[src/rtl/fifo_scatter_pkg.sv]
// fifo_scatter_pkg: shared channel encodings and width helper for the scatter block.
package fifo_scatter_pkg;

   localparam logic [1:0] CH_A       = 2'd0;
   localparam logic [1:0] CH_B       = 2'd1;
   localparam logic [1:0] CH_C       = 2'd2;
   localparam logic [1:0] CH_ILLEGAL = 2'd3;

   // Ceiling log2 for elaboration-time width derivation.
   function automatic int unsigned clog2(input int unsigned v);
      int unsigned r;
      r = 0;
      for (int unsigned i = 0; i < 32; i++) begin
         if ((32'd1 << i) < v) r = i + 1;
      end
      return r;
   endfunction

endpackage : fifo_scatter_pkg

[src/rtl/fifo_scatter_if.sv]
// fifo_scatter_if: tagged input stream plus three per-channel valid/ready output ports.
interface fifo_scatter_if
   import fifo_scatter_pkg::*;
#(
   parameter int unsigned W_DATA = 16,
   parameter int unsigned DEPTH  = 8
);
   localparam int unsigned W_CNT = clog2(DEPTH) + 1;

   logic [W_DATA-1:0] din;
   logic [1:0]        din_channel;
   logic              din_vld;
   logic              din_rdy;

   logic [W_DATA-1:0] dout_a, dout_b, dout_c;
   logic              dout_a_vld, dout_b_vld, dout_c_vld;
   logic              dout_a_rdy, dout_b_rdy, dout_c_rdy;
   logic [W_CNT-1:0]  cnt_a, cnt_b, cnt_c;
   logic              err;

   // Upstream producer / downstream consumers.
   modport master (
      output din, din_channel, din_vld,
      output dout_a_rdy, dout_b_rdy, dout_c_rdy,
      input  din_rdy,
      input  dout_a, dout_b, dout_c,
      input  dout_a_vld, dout_b_vld, dout_c_vld,
      input  cnt_a, cnt_b, cnt_c, err
   );

   // The scatter block itself.
   modport slave (
      input  din, din_channel, din_vld,
      input  dout_a_rdy, dout_b_rdy, dout_c_rdy,
      output din_rdy,
      output dout_a, dout_b, dout_c,
      output dout_a_vld, dout_b_vld, dout_c_vld,
      output cnt_a, cnt_b, cnt_c, err
   );

endinterface : fifo_scatter_if

[src/rtl/fifo_scatter_sync_fwft_fifo.sv]
// sync_fwft_fifo: single-clock first-word-fall-through FIFO; head word is zero when empty.
module sync_fwft_fifo
   import fifo_scatter_pkg::*;
#(
   parameter int unsigned W_DATA = 16,
   parameter int unsigned DEPTH  = 8
)(
   input  logic                        clk,
   input  logic                        rst_n,
   input  logic                        wr_en,
   input  logic [W_DATA-1:0]           din,
   input  logic                        rd_en,
   output logic [W_DATA-1:0]           dout,
   output logic                        empty,
   output logic                        full,
   output logic [clog2(DEPTH):0]       cnt
);
   localparam int unsigned W_PTR = clog2(DEPTH);
   localparam int unsigned W_CNT = W_PTR + 1;

   logic [W_DATA-1:0] r_mem [DEPTH];
   logic [W_PTR-1:0]  r_wr_ptr;
   logic [W_PTR-1:0]  r_rd_ptr;
   logic [W_CNT-1:0]  r_cnt;
   logic              w_push;
   logic              w_pop;

   // Full is judged on the pre-pop count, so a push alongside a pop on a full FIFO is refused.
   assign full   = (r_cnt == W_CNT'(DEPTH));
   assign empty  = (r_cnt == '0);
   assign w_push = wr_en && !full;
   assign w_pop  = rd_en && !empty;
   assign cnt    = r_cnt;
   assign dout   = empty ? '0 : r_mem[r_rd_ptr];

   // Storage, pointers (wrap naturally since DEPTH is a power of two) and occupancy.
   always_ff @(posedge clk or negedge rst_n) begin
      if (!rst_n) begin
         for (int unsigned i = 0; i < DEPTH; i++) r_mem[i] <= '0;
         r_wr_ptr <= '0;
         r_rd_ptr <= '0;
         r_cnt    <= '0;
      end else begin
         if (w_push) begin
            r_mem[r_wr_ptr] <= din;
            r_wr_ptr        <= r_wr_ptr + W_PTR'(1);
         end
         if (w_pop) r_rd_ptr <= r_rd_ptr + W_PTR'(1);
         case ({w_push, w_pop})
            2'b10:   r_cnt <= r_cnt + W_CNT'(1);
            2'b01:   r_cnt <= r_cnt - W_CNT'(1);
            default: r_cnt <= r_cnt;
         endcase
      end
   end

endmodule : sync_fwft_fifo

[src/rtl/fifo_scatter.sv]
// fifo_scatter: steers a tagged stream into three independent FWFT channel FIFOs.
// Build option: FIFO_SCATTER_STICKY_ERR_EN makes err sticky until reset instead of a per-drop pulse.
module fifo_scatter
   import fifo_scatter_pkg::*;
#(
   parameter int unsigned W_DATA = 16,
   parameter int unsigned DEPTH  = 8
)(
   input  logic           clk,
   input  logic           rst_n,
   fifo_scatter_if.slave  bus
);
   localparam int unsigned W_CNT = clog2(DEPTH) + 1;

   logic             w_full_a, w_full_b, w_full_c;
   logic             w_empty_a, w_empty_b, w_empty_c;
   logic [W_CNT-1:0] w_cnt_a, w_cnt_b, w_cnt_c;
   logic             w_tgt_full;
   logic             w_legal;
   logic             w_din_rdy;
   logic             w_drop;
   logic             r_err;

   // Select the full flag of the addressed channel; the illegal code reads as blocked.
   always_comb begin
      w_tgt_full = 1'b1;
      w_legal    = 1'b0;
      case (bus.din_channel)
         CH_A:    begin w_tgt_full = w_full_a; w_legal = 1'b1; end
         CH_B:    begin w_tgt_full = w_full_b; w_legal = 1'b1; end
         CH_C:    begin w_tgt_full = w_full_c; w_legal = 1'b1; end
         default: begin w_tgt_full = 1'b1;     w_legal = 1'b0; end
      endcase
   end

   assign w_din_rdy   = w_legal && !w_tgt_full;
   assign w_drop      = bus.din_vld && !w_din_rdy;
   assign bus.din_rdy = w_din_rdy;

   // Drop indication, registered one cycle after the offending word.
   always_ff @(posedge clk or negedge rst_n) begin
      if (!rst_n) begin
         r_err <= 1'b0;
      end else begin
`ifdef FIFO_SCATTER_STICKY_ERR_EN
         r_err <= r_err || w_drop;
`else
         r_err <= w_drop;
`endif
      end
   end

   assign bus.err = r_err;

   sync_fwft_fifo #(.W_DATA(W_DATA), .DEPTH(DEPTH)) u_fifo_a (
      .clk   (clk),
      .rst_n (rst_n),
      .wr_en (bus.din_vld && w_din_rdy && (bus.din_channel == CH_A)),
      .din   (bus.din),
      .rd_en (bus.dout_a_rdy),
      .dout  (bus.dout_a),
      .empty (w_empty_a),
      .full  (w_full_a),
      .cnt   (w_cnt_a)
   );

   sync_fwft_fifo #(.W_DATA(W_DATA), .DEPTH(DEPTH)) u_fifo_b (
      .clk   (clk),
      .rst_n (rst_n),
      .wr_en (bus.din_vld && w_din_rdy && (bus.din_channel == CH_B)),
      .din   (bus.din),
      .rd_en (bus.dout_b_rdy),
      .dout  (bus.dout_b),
      .empty (w_empty_b),
      .full  (w_full_b),
      .cnt   (w_cnt_b)
   );

   sync_fwft_fifo #(.W_DATA(W_DATA), .DEPTH(DEPTH)) u_fifo_c (
      .clk   (clk),
      .rst_n (rst_n),
      .wr_en (bus.din_vld && w_din_rdy && (bus.din_channel == CH_C)),
      .din   (bus.din),
      .rd_en (bus.dout_c_rdy),
      .dout  (bus.dout_c),
      .empty (w_empty_c),
      .full  (w_full_c),
      .cnt   (w_cnt_c)
   );

   assign bus.dout_a_vld = !w_empty_a;
   assign bus.dout_b_vld = !w_empty_b;
   assign bus.dout_c_vld = !w_empty_c;
   assign bus.cnt_a      = w_cnt_a;
   assign bus.cnt_b      = w_cnt_b;
   assign bus.cnt_c      = w_cnt_c;

endmodule : fifo_scatter

[src/flat_wrapper.sv]
// flat-port wrapper written by rule: the top's interface ports become plain ports
module fifo_scatter_flat import fifo_scatter_pkg::*;
#(
   parameter int unsigned W_DATA = 16,
   parameter int unsigned DEPTH  = 8
)
  (clk, rst_n, bus_din, bus_din_channel, bus_din_vld, bus_dout_a_rdy, bus_dout_b_rdy, bus_dout_c_rdy, bus_din_rdy, bus_dout_a, bus_dout_b, bus_dout_c, bus_dout_a_vld, bus_dout_b_vld, bus_dout_c_vld, bus_cnt_a, bus_cnt_b, bus_cnt_c, bus_err);
  fifo_scatter_if #(.W_DATA(W_DATA), .DEPTH(DEPTH)) bus_i ();
  input  logic clk;
  input  logic rst_n;
  input wire logic [$bits(bus_i.din)-1:0] bus_din;
  input wire logic [$bits(bus_i.din_channel)-1:0] bus_din_channel;
  input wire logic [$bits(bus_i.din_vld)-1:0] bus_din_vld;
  input wire logic [$bits(bus_i.dout_a_rdy)-1:0] bus_dout_a_rdy;
  input wire logic [$bits(bus_i.dout_b_rdy)-1:0] bus_dout_b_rdy;
  input wire logic [$bits(bus_i.dout_c_rdy)-1:0] bus_dout_c_rdy;
  output wire logic [$bits(bus_i.din_rdy)-1:0] bus_din_rdy;
  output wire logic [$bits(bus_i.dout_a)-1:0] bus_dout_a;
  output wire logic [$bits(bus_i.dout_b)-1:0] bus_dout_b;
  output wire logic [$bits(bus_i.dout_c)-1:0] bus_dout_c;
  output wire logic [$bits(bus_i.dout_a_vld)-1:0] bus_dout_a_vld;
  output wire logic [$bits(bus_i.dout_b_vld)-1:0] bus_dout_b_vld;
  output wire logic [$bits(bus_i.dout_c_vld)-1:0] bus_dout_c_vld;
  output wire logic [$bits(bus_i.cnt_a)-1:0] bus_cnt_a;
  output wire logic [$bits(bus_i.cnt_b)-1:0] bus_cnt_b;
  output wire logic [$bits(bus_i.cnt_c)-1:0] bus_cnt_c;
  output wire logic [$bits(bus_i.err)-1:0] bus_err;
  assign bus_i.din = bus_din;
  assign bus_i.din_channel = bus_din_channel;
  assign bus_i.din_vld = bus_din_vld;
  assign bus_i.dout_a_rdy = bus_dout_a_rdy;
  assign bus_i.dout_b_rdy = bus_dout_b_rdy;
  assign bus_i.dout_c_rdy = bus_dout_c_rdy;
  assign bus_din_rdy = bus_i.din_rdy;
  assign bus_dout_a = bus_i.dout_a;
  assign bus_dout_b = bus_i.dout_b;
  assign bus_dout_c = bus_i.dout_c;
  assign bus_dout_a_vld = bus_i.dout_a_vld;
  assign bus_dout_b_vld = bus_i.dout_b_vld;
  assign bus_dout_c_vld = bus_i.dout_c_vld;
  assign bus_cnt_a = bus_i.cnt_a;
  assign bus_cnt_b = bus_i.cnt_b;
  assign bus_cnt_c = bus_i.cnt_c;
  assign bus_err = bus_i.err;
  fifo_scatter #(.W_DATA(W_DATA), .DEPTH(DEPTH)) u_core (.clk(clk), .rst_n(rst_n), .bus(bus_i));
endmodule
[config.mk]
export PLATFORM = sky130hd
export DESIGN_NAME = fifo_scatter_flat
export DESIGN_NICKNAME = d
export VERILOG_FILES = /design/src/rtl/fifo_scatter_pkg.sv /design/src/rtl/fifo_scatter_if.sv /design/src/rtl/fifo_scatter_sync_fwft_fifo.sv /design/src/rtl/fifo_scatter.sv /design/src/flat_wrapper.sv
export SDC_FILE = /design/constraint.sdc
export NUM_CORES = 1
export LEC_CHECK = 0
export ABC_AREA = 0
export BUFFER_PORTS_ARGS = -buffer_cell sky130_fd_sc_hd__buf_2
export CORE_MARGIN = 2
export CORE_UTILIZATION = 56
export DETAILED_ROUTE_END_ITERATION = 6
export MAX_ROUTING_LAYER = met4
export PLACE_DENSITY = 0.83
export SLEW_MARGIN = 20
export SYNTH_ARGS = -nofsm -noshare
export SYNTH_HDL_FRONTEND = slang
export SYNTH_SLANG_ARGS = --single-unit
[constraint.sdc]
create_clock -name clk -period 2.7 [get_ports clk]
set_input_delay 0 -clock clk [delete_from_list [all_inputs] [get_ports clk]]
set_output_delay 0 -clock clk [all_outputs]
set_load 0.01 [all_outputs]
Yosys cells after proc, flatten, opt, wreduce, memory -nomap -nowiden
Index checks and enable logic that the tools add are counted.
- word-level logic and storage cells: 129
- bits in registers: 415
- bits of input ports: 24
- output and inout port bits: 65
- add/subtract/negate cells: 12
- order comparisons: 9
- reduce and logical (&&, ||, !) cells: 31
- bitwise operators: 6
- equality and inequality tests: 11
- mux-type cells: 26
- operators by type and width (cell ; count):
    bitwise mux 128 bit ; 3
    2-to-1 mux 16 bit ; 12
    binary-select mux 16 bit (select 3 bit) ; 3
    demux 16 bit (select 3 bit) ; 3
    >= comparator 4 bit (second input constant) ; 6
    inverter 3 -> 4 bit ; 6
    one-hot mux 4 bit (2 select lines) ; 3
    adder 3 x 1 -> 3 bit (second input constant) ; 6
    logical AND 1 bit ; 15
    adder 4 x 1 -> 4 bit (second input constant) ; 3
    == test 4 bit (second input constant) ; 3
    zero test 4 bit ; 3
    less-than comparator 4 x 1 -> 1 bit (second input constant) ; 3
    subtractor 4 x 1 -> 4 bit (second input constant) ; 3
    == test 2 x 1 -> 1 bit (second input constant) ; 4
    == test 2 bit (second input constant) ; 4
    zero test 1 bit ; 8
    nonzero test 2 bit ; 3
    one-hot mux 1 bit (3 select lines) ; 1
    OR reduction 3 bit ; 1
    zero test 2 bit ; 1
    2-to-1 mux 1 bit ; 1

Logic depth before layout (Yosys ltp)
- word-level depth: 9
- mapped depth: 12
- depth with buffers taken out: 10

Modules after synthesis
A second synthesis with hierarchy kept.
- cell total of the unflattened synthesis: 1198
- area, all modules: 19686.4 um2
- by module, submodules not included (module ; area each (um2) ; sequential area each (um2) ; instances ; cells an instance):
    sync_fwft_fifo at u_core.u_fifo_c ; 6767.7 ; 3453.3 ; 1 ; 389
    sync_fwft_fifo at u_core.u_fifo_a ; 6416.2 ; 3453.3 ; 1 ; 398
    sync_fwft_fifo at u_core.u_fifo_b ; 6394.9 ; 3453.3 ; 1 ; 400
    fifo_scatter ; 107.6 ; 25.0 ; 1 ; 11

Least setup slack after synthesis
Ideal clock, no wire load.
- path kind: reg2reg
- from: reg u_core.u_fifo_a.r_cnt[1], in the netlist u_core.u_fifo_a.cnt[1]
- to: reg u_core.u_fifo_a.r_cnt[2], in the netlist u_core.u_fifo_a.cnt[2]
- path slack: -0.017 ns
- arrival time: 2.582 ns
- path buffers: 2
- clock period less this slack: 2.717 ns
- data required time: 2.565 ns
- library setup time: 0.135 ns
- stages on the path, launching flop included: 13
- path through: dfrtp_1 -> buf_2 -> nor4_2 -> inv_1 -> and2_1 -> clkbuf_1 -> ha_1 -> xor2_1 -> ha_1 -> a21oi_1 -> xor2_1 -> nor2_1 -> xor2_1
- elaborated cells on any way between the ends: 17
- classes of those cells: add/sub (2); eq/ne (3); mux (2); reduce/logical (10)
- RTL lines (what ; RTL line ; source):
    from (decl) ; fifo_scatter_sync_fwft_fifo.sv:24 ; logic [W_CNT-1:0] r_cnt;
    from (signal assigned) ; fifo_scatter_sync_fwft_fifo.sv:50 ; 2'b10: r_cnt <= r_cnt + W_CNT'(1);
    from (signal assigned) ; fifo_scatter_sync_fwft_fifo.sv:51 ; 2'b01: r_cnt <= r_cnt - W_CNT'(1);
    from (signal assigned) ; fifo_scatter_sync_fwft_fifo.sv:52 ; default: r_cnt <= r_cnt;
    zero test 4 bit * ; fifo_scatter_sync_fwft_fifo.sv:30 ; assign empty = (r_cnt == '0);
    zero test 1 bit * ; -- ;
    net bus_dout_a_vld ; flat_wrapper.sv:21 ; output wire logic [$bits(bus_i.dout_a_vld)-1:0] bus_dout_a_vld;
    logical AND 1 bit * ; fifo_scatter_sync_fwft_fifo.sv:32 ; assign w_pop = rd_en && !empty;
    net u_core.u_fifo_a.w_pop ; fifo_scatter_sync_fwft_fifo.sv:26 ; logic w_pop;
    == test 2 x 1 -> 1 bit / == test 2 bit (equally long branches) ; fifo_scatter_sync_fwft_fifo.sv:49 ; case ({w_push, w_pop})
    one-hot mux 4 bit (2 select lines) / nonzero test 2 bit (equally long branches) ; -- ;
The timed path passes the listed nets; every way through them passes the cells marked *.
A chain may end at the register's enable or synchronous reset.

Worst setup path after layout
- from: reg u_core.u_fifo_c.r_cnt[2], in the netlist u_core.u_fifo_c.cnt[2]
- to: reg u_core.u_fifo_c.r_cnt[2], in the netlist u_core.u_fifo_c.cnt[2]
- cells in the longest elaborated chain, start to end: 9
- elaborated cells on any way between the ends: 17
- classes of those cells: add/sub (2); eq/ne (3); mux (2); reduce/logical (10)
- ends and longest elaborated chain (what ; RTL line ; source):
    from (decl) ; fifo_scatter_sync_fwft_fifo.sv:24 ;
    from (signal assigned) ; fifo_scatter_sync_fwft_fifo.sv:50 ;
    from (signal assigned) ; fifo_scatter_sync_fwft_fifo.sv:51 ;
    from (signal assigned) ; fifo_scatter_sync_fwft_fifo.sv:52 ;
    == test 4 bit ; fifo_scatter_sync_fwft_fifo.sv:29 ; assign full = (r_cnt == W_CNT'(DEPTH));
    one-hot mux 1 bit (3 select lines) ; fifo_scatter.sv:28 ; case (bus.din_channel)
    zero test 1 bit ; fifo_scatter.sv:36 ; assign w_din_rdy = w_legal && !w_tgt_full;
    logical AND 1 bit ; fifo_scatter.sv:36 ;
    logical AND 1 bit (2 in a row) ; fifo_scatter.sv:82 ; .wr_en (bus.din_vld && w_din_rdy && (bus.din_channel == CH_C)),
    logical AND 1 bit ; fifo_scatter_sync_fwft_fifo.sv:31 ; assign w_push = wr_en && !full;
    == test 2 x 1 -> 1 bit / == test 2 bit (equally long branches) ; fifo_scatter_sync_fwft_fifo.sv:49 ;
    one-hot mux 4 bit (2 select lines) / nonzero test 2 bit (equally long branches) ; -- ;
Parallel ways exist; a longest one is shown, timed or not.

==> run summary <==
Global Route Usage Sum = 23.7%
Syn Nets = 1288
DR vias = 10664
Setup crit start = u_core.u_fifo_c.cnt[2]$_DFFE_PN0P_
minimum clock period = 2.54 ns
Peak VDD IR = 0.670 mV
GP Congestion = 0.792
PD cells = 1180 nW/um^2
Post-Synthesis Cells = 1249
Iter 0 DRT Violations = 622
Syn Area/Cell = 15.5 sq um
Pleak = 10.2 nW
Final Util = 63.3%
clock skew = 0.0147 ns
slowest stage cell on the critical path = or4b_4
worst-skew pair later-pin latency = 0.53 ns
layout cells sized above 1 = 51.9%
clock buffer count from CTS = 42
PortBufs = 88
WL/cell = 22.0 um
Rows = 68
Hold WC Path Type = in2reg
first-pass GRT wire length = 64900 um
hold_sp = bus_din[11]
CTS Root Cell = clkbuf_16
Fillers = 2427
fmax = 394 MHz
die area = 36100 sq um
Setup crit end kind = flip-flop
FF-to-FF setup slack = 0.16 ns
yosys warns = 0
largest net degree at the start of global routing = 87
drt pass-1 iters = 6
CTS tree = done
status = completed
Worst path max stage delay = 0.53 ns
Seq/Total Area, Yosys = 53.5%
Cell Area, Synth = 19400 sq um
share of synthesized flip-flops with an asynchronous set or reset = 100%
top_reg_cell synth = dfrtp_1
global route total overflow = 0
DRC viols = 0
hpwl dp = 24700 um
Crit Path Class = reg2reg
cell count after placement = 1722
final slew viol count = 0
Post-synth EDFFs = 0
Post-Route Setup TNS = 0 ns
I/O pin count = 89
cell mode on critical path = xor2_1
Min Hold Slack = 0.0622 ns
Yosys reg bits = 415
DRT antenna net count = 0
DIE WIDTH = 190 um
Worst-Margin Slew = 1.15 ns
CP Cell Sequence = or4b_4, and3_1, inv_1, ha_1, xor2_1, ha_1, a21oi_1, xor2_1, nor2_1, xor2_1
initial antenna violation count = 1
Initial Util = 56.6%
DRT Wirelength = 39800 um
Final Hold Vio Count = 0
Max FO, Critical Path = 7
Slew headroom = 23.5%
NumNets Final = 1357
Yosys cell types = 54
clk sink count = 415
Core Box Area = 34300 sq um
area growth from synthesis to layout = 11.9%
H-Tree Depth = 2
crit start category = flip-flop
worst path arrival time = 2.94 ns
Final Total Pwr = 25.7 mW
RSZ-0062 raised after global routing = no
Tcrit/Tclk final = 94.1%
CTS max path bufs = 3
Die Span Y = 190 um
CP required = 3.10 ns
Vias/cell = 5.90
clock-pin slew on the worst setup and hold paths = 0.06 ns
vias in the first global route = 11673
non-filler cells, final = 1807
r2r startpoint = u_core.u_fifo_c.cnt[2]$_DFFE_PN0P_
Final setup viols = 0
max-cap violations = 0
cell usage after synthesis (4+ instances only):
cell | instances | area share [%]
dfrtp_1 | 415 | 54
mux2_2 | 369 | 21
mux4_2 | 96 | 11
clkbuf_1 | 59 | 1.1
nor2_1 | 54 | 1.0
mux2i_1 | 48 | 2.5
buf_2 | 23 | 0.59
mux2_4 | 20 | 1.5
ha_1 | 15 | 0.97
xor2_1 | 15 | 0.68
buf_4 | 14 | 0.54
xnor2_1 | 12 | 0.54
buf_6 | 10 | 0.58
nand2_1 | 9 | 0.17
or3_1 | 9 | 0.29
a21oi_1 | 6 | 0.15
inv_1 | 6 | 0.12
nand3_1 | 6 | 0.15
mux2_1 | 4 | 0.23
nor2b_1 | 4 | 0.13
nor3_2 | 4 | 0.21
worst max-delay path: cells and delay by family, from the launching register on:
family,cells,cell delay (ns)
buffers and inverters,1,0.09
XOR/XNOR,3,0.40
adder cells (fa/ha/maj),2,0.45
flip-flops,1,0.48
AND/OR/NAND/NOR,3,0.83
AO/OA/AOI/OAI,1,0.16
repair_timing:
action / 4_1_cts / 5_1_grt
buffers inserted: 0 / 0
endpoints found under the hold margin: 131 / 0
hold buffers: 7 / 0
gates resized for setup: 0 / 1
setup endpoints to repair: 0 / 1
placed cells by master, fill, tap and decap left out, types with 3 or more instances in the layout:
cell type      instances
a21oi_1                6
and2_1                 3
buf_12                 7
buf_2                 87
buf_4                 34
clkbuf_1              14
clkbuf_16             45
clkbuf_8               9
clkinv_2               5
dfrtp_1              412
dfrtp_2                3
dlygate4sd3_1          7
ha_1                  15
inv_1                  6
mux2_1                 4
mux2_2               369
mux2_4                20
mux2i_1               48
mux4_2                96
nand2_1                9
nand2b_1               3
nand3_1                5
nand3b_1               3
nor2_1                54
nor2b_1                4
nor3_2                 4
nor4_4                 3
o21ai_0                3
or3_1                  9
xnor2_1               12
xor2_1                15
power breakdown:
group          switching, mW  internal (mW)  total (mW)
logic                   3.91           5.37        9.28
clock network           2.36           3.49        5.85
registers               1.79           8.78        10.6
cell type report:
class / instances / area, sq um / area share (%)
well taps: 455 / 569 / 2.62
flip-flops and latches: 415 / 10400 / 47.8
inverters: 6 / 22.5 / 0.104
repair buffers: 136 / 916 / 4.22
multi-input cells: 717 / 8410 / 38.7
clock inverters: 9 / 101 / 0.467
clock buffers: 68 / 1300 / 6.00
diodes: 1 / 2.50 / 0.0115
stage by stage:
step	worst slack (ns)	instance area (sq um)
after global placement	0.243	20200
final	0.160	21700
after global routing	0.0132	21700
after CTS	0.117	21700
after floorplan	0.0508	19400
after detailed placement	0.157	20200
cell families after synthesis:
family                     count (synthesis)  synth area share, %
DFF                                      415                 53.5
buffers and inverters                    117                 3.24
muxes                                    537                 36.8
adders and majority gates                 15                0.967
xor gates and xnor gates                  27                 1.22
and+or+nand+nor                          125                 3.85
AOI/OAI and AO/OA                         13                0.381
state kept, by name, summed over array words and instances, names as in the netlist:
register / flops
u_core.u_fifo_a.cnt: 4
u_core.u_fifo_b.r_mem: 128
u_core.u_fifo_a.r_wr_ptr: 3
u_core.u_fifo_c.r_wr_ptr: 3
u_core.u_fifo_c.r_rd_ptr: 3
u_core.u_fifo_b.r_rd_ptr: 3
u_core.u_fifo_a.r_mem: 128
u_core.u_fifo_c.cnt: 4
u_core.u_fifo_b.cnt: 4
u_core.u_fifo_a.r_rd_ptr: 3
u_core.u_fifo_c.r_mem: 128
u_core.bus.err: 1
u_core.u_fifo_b.r_wr_ptr: 3
routing by layer:
metal	vias up	track usage [%]	routed length [um]
met2	161	41.5	21000
li1	4722	-	-
met3	57	2.64	1100
met5	-	-	0
met4	0	5.81	830
met1	5724	29.9	16800
final timing paths:
check	to	depth (start not counted)
setup / recovery	u_core.u_fifo_c.cnt[2]$_DFFE_PN0P_	10
hold / removal	u_core.u_fifo_a.r_mem[107]$_DFFE_PN0P_	2
setup reg to reg	u_core.u_fifo_c.cnt[2]$_DFFE_PN0P_	10
hold reg to reg	u_core.u_fifo_b.r_mem[113]$_DFFE_PN0P_	1
max in group asynchronous	u_core.u_fifo_a.r_mem[61]$_DFFE_PN0P_	3
min in group asynchronous	u_core.u_fifo_c.cnt[3]$_DFFE_PN0P_	2
Note: power is estimated with default switching activity, not from simulation.
